`src/rtl/elevator_trip_scheduler.sv`:
```
// Car-park elevator trip scheduler: entry and exit request FIFOs, a leakage-aware
// fair arbiter, and a valid/ready trip handshake followed by a completion wait.
module elevator_trip_scheduler #(
  parameter int DEPTH      = 4,
  parameter int FAIR_LIMIT = 2
) (
  input  logic        clock,
  input  logic        reset,
  input  logic        in_req,
  input  logic [15:0] in_plate,
  input  logic [2:0]  in_floor,
  input  logic        out_req,
  input  logic [15:0] out_plate,
  input  logic [2:0]  out_floor,
  input  logic        leakage,
  input  logic [2:0]  leakage_floor,
  output logic        trip_valid,
  input  logic        trip_ready,
  output logic        trip_dir,
  output logic [15:0] trip_plate,
  output logic [2:0]  trip_floor,
  input  logic        trip_done,
  output logic [2:0]  in_count,
  output logic [2:0]  out_count,
  output logic        in_full,
  output logic        out_full,
  output logic        busy,
  output logic        req_drop
);

  localparam int PTR_W = (DEPTH > 1) ? $clog2(DEPTH) : 1;
  localparam int STK_W = (FAIR_LIMIT > 0) ? $clog2(FAIR_LIMIT + 1) : 1;
  localparam logic [2:0]       DEPTH_C = 3'(DEPTH);
  localparam logic [STK_W-1:0] FAIR_C  = STK_W'(FAIR_LIMIT);

  typedef enum logic [1:0] {IDLE, ISSUE, BUSY} state_t;

  state_t             state;
  logic [STK_W-1:0]   out_streak;

  logic [18:0]        in_mem  [DEPTH];
  logic [18:0]        out_mem [DEPTH];
  logic [PTR_W-1:0]   in_wr, in_rd, out_wr, out_rd;

  logic               in_push, out_push, in_pop, out_pop;
  logic               in_elig, out_elig, gnt_in, gnt_out;
  logic [18:0]        in_head, out_head;

  assign in_head  = in_mem[in_rd];
  assign out_head = out_mem[out_rd];

  // Full check uses the registered count, so a pop in the same cycle does not make room.
  assign in_push  = in_req  && (in_floor  != 3'd0) && !in_full;
  assign out_push = out_req && (out_floor != 3'd0) && !out_full;

  always_comb begin
    in_elig  = (in_count != 3'd0) &&
               !(leakage && (leakage_floor != 3'd0) && (in_head[2:0] == leakage_floor));
    out_elig = (out_count != 3'd0) &&
               !(leakage && (leakage_floor != 3'd0) && (out_head[2:0] == leakage_floor));
    gnt_in   = in_elig && (!out_elig || (out_streak == FAIR_C));
    gnt_out  = out_elig && !gnt_in;
    in_pop   = (state == IDLE) && gnt_in;
    out_pop  = (state == IDLE) && gnt_out;
  end

  // Queue storage holds data only; occupancy is tracked by the reset pointers/counts.
  always_ff @(posedge clock) begin
    if (in_push)  in_mem[in_wr]   <= {in_plate, in_floor};
    if (out_push) out_mem[out_wr] <= {out_plate, out_floor};
  end

  always_ff @(posedge clock) begin
    if (!reset) begin
      in_wr     <= '0;
      in_rd     <= '0;
      out_wr    <= '0;
      out_rd    <= '0;
      in_count  <= 3'd0;
      out_count <= 3'd0;
      in_full   <= 1'b0;
      out_full  <= 1'b0;
      req_drop  <= 1'b0;
    end else begin
      if (in_push)  in_wr  <= in_wr + 1'b1;
      if (in_pop)   in_rd  <= in_rd + 1'b1;
      if (out_push) out_wr <= out_wr + 1'b1;
      if (out_pop)  out_rd <= out_rd + 1'b1;
      in_count  <= in_count + 3'(in_push) - 3'(in_pop);
      out_count <= out_count + 3'(out_push) - 3'(out_pop);
      in_full   <= ((in_count + 3'(in_push) - 3'(in_pop)) == DEPTH_C);
      out_full  <= ((out_count + 3'(out_push) - 3'(out_pop)) == DEPTH_C);
      req_drop  <= (in_req  && ((in_floor  == 3'd0) || in_full)) ||
                   (out_req && ((out_floor == 3'd0) || out_full));
    end
  end

  always_ff @(posedge clock) begin
    if (!reset) begin
      state      <= IDLE;
      out_streak <= '0;
      trip_valid <= 1'b0;
      trip_dir   <= 1'b0;
      trip_plate <= 16'd0;
      trip_floor <= 3'd0;
      busy       <= 1'b0;
    end else begin
      case (state)
        IDLE: begin
          if (gnt_in || gnt_out) begin
            state      <= ISSUE;
            trip_valid <= 1'b1;
            busy       <= 1'b1;
            trip_dir   <= gnt_in;
            trip_plate <= gnt_in ? in_head[18:3] : out_head[18:3];
            trip_floor <= gnt_in ? in_head[2:0]  : out_head[2:0];
            if (gnt_in)
              out_streak <= '0;
            else if (out_streak != FAIR_C)
              out_streak <= out_streak + 1'b1;
          end
        end
        ISSUE: begin
          if (trip_ready) begin
            state      <= BUSY;
            trip_valid <= 1'b0;
          end
        end
        BUSY: begin
          if (trip_done) begin
            state <= IDLE;
            busy  <= 1'b0;
          end
        end
        default: begin
          state      <= IDLE;
          trip_valid <= 1'b0;
          busy       <= 1'b0;
        end
      endcase
    end
  end

endmodule

```
`config.mk`:
```
export PLATFORM = sky130hd
export DESIGN_NAME = elevator_trip_scheduler
export DESIGN_NICKNAME = d
export VERILOG_FILES = /design/src/rtl/elevator_trip_scheduler.sv
export SDC_FILE = /design/constraint.sdc
export NUM_CORES = 1
export LEC_CHECK = 0
export ABC_AREA = 1
export BUFFER_PORTS_ARGS = -buffer_cell sky130_fd_sc_hd__buf_4
export CORE_MARGIN = 2
export CORE_UTILIZATION = 63
export DETAILED_ROUTE_END_ITERATION = 16
export MAX_ROUTING_LAYER = met4
export PLACE_DENSITY = 0.84
export SYNTH_ARGS = -nofsm -noshare
export SYNTH_HDL_FRONTEND = slang
export SYNTH_SLANG_ARGS = --single-unit
```
`constraint.sdc`:
```
create_clock -name clock -period 6.3 [get_ports clock]
set_input_delay 0.945 -clock clock [delete_from_list [all_inputs] [get_ports clock]]
set_output_delay 0.945 -clock clock [all_outputs]
set_load 0.01 [all_outputs]
```
==> run metrics <==
Hold Path Origin=busy; mux share of post-synthesis cell area=0%; CTS hold repair buffers=0; dpl cells=986; Yosys cell types=30; drc violations=0; Worst-path clk slew=70 ps; fin nets=896; Slew HR=49.0%; number of global-route vias before repair=5,815; DR vias/cell=5.73; Worst Hold Depth=2; Hold Path Sink=busy; Routed WL=18.0 mm; row count=41; compound-cell area share of the yosys netlist=7.46%; CTS tree=done; # IOs=79; status=finished, final reports clean; flops & latches, synth=199; Synth area leader=edfxtp_1; Lkg Pwr=3.93 nW; DP Wirelength=11.4 mm; fin cells=1,018; Finished Cell Area=0.00954 sq mm; Max Cap Violations=0; Internal=2.75 mW; Worst Setup Start Kind=register; unrepaired setup endpoints after global routing=false; TNS Setup=0 ps; Seq/Total Area, Yosys=66.6%; Required @ worst endpoint=6660 ps; initial antenna violation count=0; Pre-antenna DRT Iters=5; Bufs on Longest Clock Path=2; Max Clk Rate=238 MHz; RR Endpoint=out_full; met2 Usage GRT=45.5%; post_cts resized=0; Final Hold Violating Endpoints=0; Adder-Cell Fraction of Synth Area=2.45%; Ys Warns=0; simple-gate share of the synthesized area=16.3%; Setup crit end kind=register; crit path max fanout=22; ANT cells=0; total grt overflow=0; Clock Sinks=199; Final Util=75.0%; layout cells sized above 1=17.1%; CTS Root Buffer Type=clkbuf_16; syn_nets=827; Data arrival, critical path=4560 ps; area grow syn2layout=15.4%; Max Slew Vio Count=0; mapped cell area=0.00827 sq mm; Inserted Clock Buffers=17; Final GP Congestion=0.880; drt wl/cell=17.7 microns; first-pass GRT wire length=28.5 mm; sw frac=37.2%; I/O Buffers=78; Die Y=119 microns; worst min path class=register to register; cells after synthesis=764; die width=119 microns; Tcrit/Tclk final=66.7%; critical path class=register to register; R2R depth=18; fin crit period=4200 ps; Setup Viol. Count Final=0; share of the synthesized area in the top cell type=55.2%; met3 Resource Use GR=4.54%; largest family of logic cells by synthesized area=simple AND/OR/NAND/NOR gates; clock skew=8.34 ps; clock network fraction of total power=25.7%; htree depth=4; r2r setup slk=2100 ps; Pwr Density=459 mW/mm^2; xor/xnor share of the synthesized area=0.635%; busiest grt layer=met2; Post-CTS Setup Repair Bufs=0; vias=5,833; Core ar.=0.0127 sq mm; ANT nets after route=0; area of the die=0.0141 sq mm; net switching power=1.63 mW; Total Routing Usage GR=27.2%; syn avg cell area=10.8 sq um; largest cells by area after synthesis=edfxtp_1 (55%), dfxtp_1 (11%), nand2_1 (5.0%); sequential share of power=38.8%; Comb power frac=35.5%; largest net degree at the start of global routing=40; Post-DP Area=0.00893 sq mm; 1st-iter DRT viols=630; final total power=4.38 mW; VDD IR max=292 uV; Worst-Skew Late Latency=440 ps; GR Util met1=33.4%; worst slew pin tran=764 ps; starting density of the core=65.0%
## sequential cells by signal, summed over array words and instances (netlist names), named ones only
signal and flops:
busy 1, in_count 3, in_full 1, in_mem 76
in_rd 2, in_wr 2, out_count 3, out_full 1
out_mem 76, out_rd 2, out_streak 2, out_wr 2
req_drop 1, state 2, trip_dir 1, trip_floor 3
trip_plate 16, trip_valid 1
## layer usage
layer | share of wire (%) | routed length, microns
met2 | 51 | 9260
met4 | 1.9 | 342
met5 | 0 | 0
met3 | 6.4 | 1150
met1 | 40 | 7240
## placed cells by master, fill, tap and decap left out, types with 2 or more instances in the layout
master / n
or3_1: 2
nand2_2: 7
xnor2_1: 2
nand3_2: 6
buf_4: 88
fa_1: 2
edfxtp_1: 152
clkbuf_16: 17
nand2_1: 111
nand3_1: 76
nor2_2: 2
inv_8: 2
nand3b_1: 4
nor3_1: 2
inv_6: 4
bufinv_16: 3
ha_1: 13
xor2_1: 4
o22ai_1: 32
a21oi_1: 12
clkinv_4: 3
dfxtp_1: 47
inv_1: 78
nor2_1: 92
o21ai_0: 69
inv_2: 7
## critical path, cell delays in order, from the launching register on
cell and delay, ps:
dfxtp_1 730, inv_1 520, nand3_1 300, nand2_1 80, nand2_1 60, nand2_1 40, nor2_1 110, nand2_2 100
nand3b_4 250, nand2_2 320, nand2_1 190, inv_1 70, ha_1 280, inv_1 50, ha_1 190, fa_1 390
xor2_1 180, nand2_1 90, nor3_1 140
## kinds of logic (layout without fill, tap and decap cells)
| group | after synthesis | in the layout |
|---|---|---|
| AO/OA/AOI/OAI | 115 | 115 |
| buffers and inverters | 124 | 206 |
| adder cells (fa/ha/maj) | 15 | 15 |
| AND/OR/NAND/NOR | 305 | 305 |
| XOR/XNOR | 6 | 6 |
| flip-flops | 199 | 199 |
## Yosys cell counts, drive strengths merged
| cell type | instances |
|---|---|
| a21oi | 12 |
| a31oi | 1 |
| buf | 20 |
| clkbuf | 18 |
| dfxtp | 47 |
| edfxtp | 152 |
| fa | 2 |
| ha | 13 |
| inv | 86 |
| nand2 | 119 |
| nand3 | 82 |
| nand3b | 5 |
| nor2 | 94 |
| nor3 | 2 |
| o21ai | 70 |
| o22ai | 32 |
| or2 | 1 |
| or3 | 2 |
| xnor2 | 2 |
| xor2 | 4 |
## worst max-delay path by stage
stage	slack, ps	to	start
after floorplan	3160	in_full	leakage_floor[1]
after global placement	2410	out_full	register
after detailed placement	2210	out_full	register
after CTS	2200	out_full	register
after global routing	1740	out_full	register
final	2100	out_full	register
## cell type report
type	instances	area (sq um)
Clock buffer	17	425
Clock inverter	15	190
Fill cell	862	3180
Inverter	86	325
Multi-Input combinational cell	441	2220
Sequential cell	199	5510
Tap cell	172	215
Timing Repair Buffer	88	661
## power by group through the flow
stage | Sequential [mW] | Clock, mW | Combinational, mW
final | 1.70 | 1.12 | 1.56
after global routing | 1.72 | 1.19 | 1.72
after CTS | 1.70 | 1.13 | 1.54
after detailed placement | 1.72 | 0 | 1.52
after global placement | 1.71 | 0 | 1.45
after floorplan | 1.73 | 0 | 1.13
## metrics by stage
stage	setup WS, ps	hold WS [ps]
after floorplan	3160	443
after global placement	2410	451
after detailed placement	2210	461
after CTS	2200	473
after global routing	1740	486
final	2100	467
(Power assumes the default switching activity.)
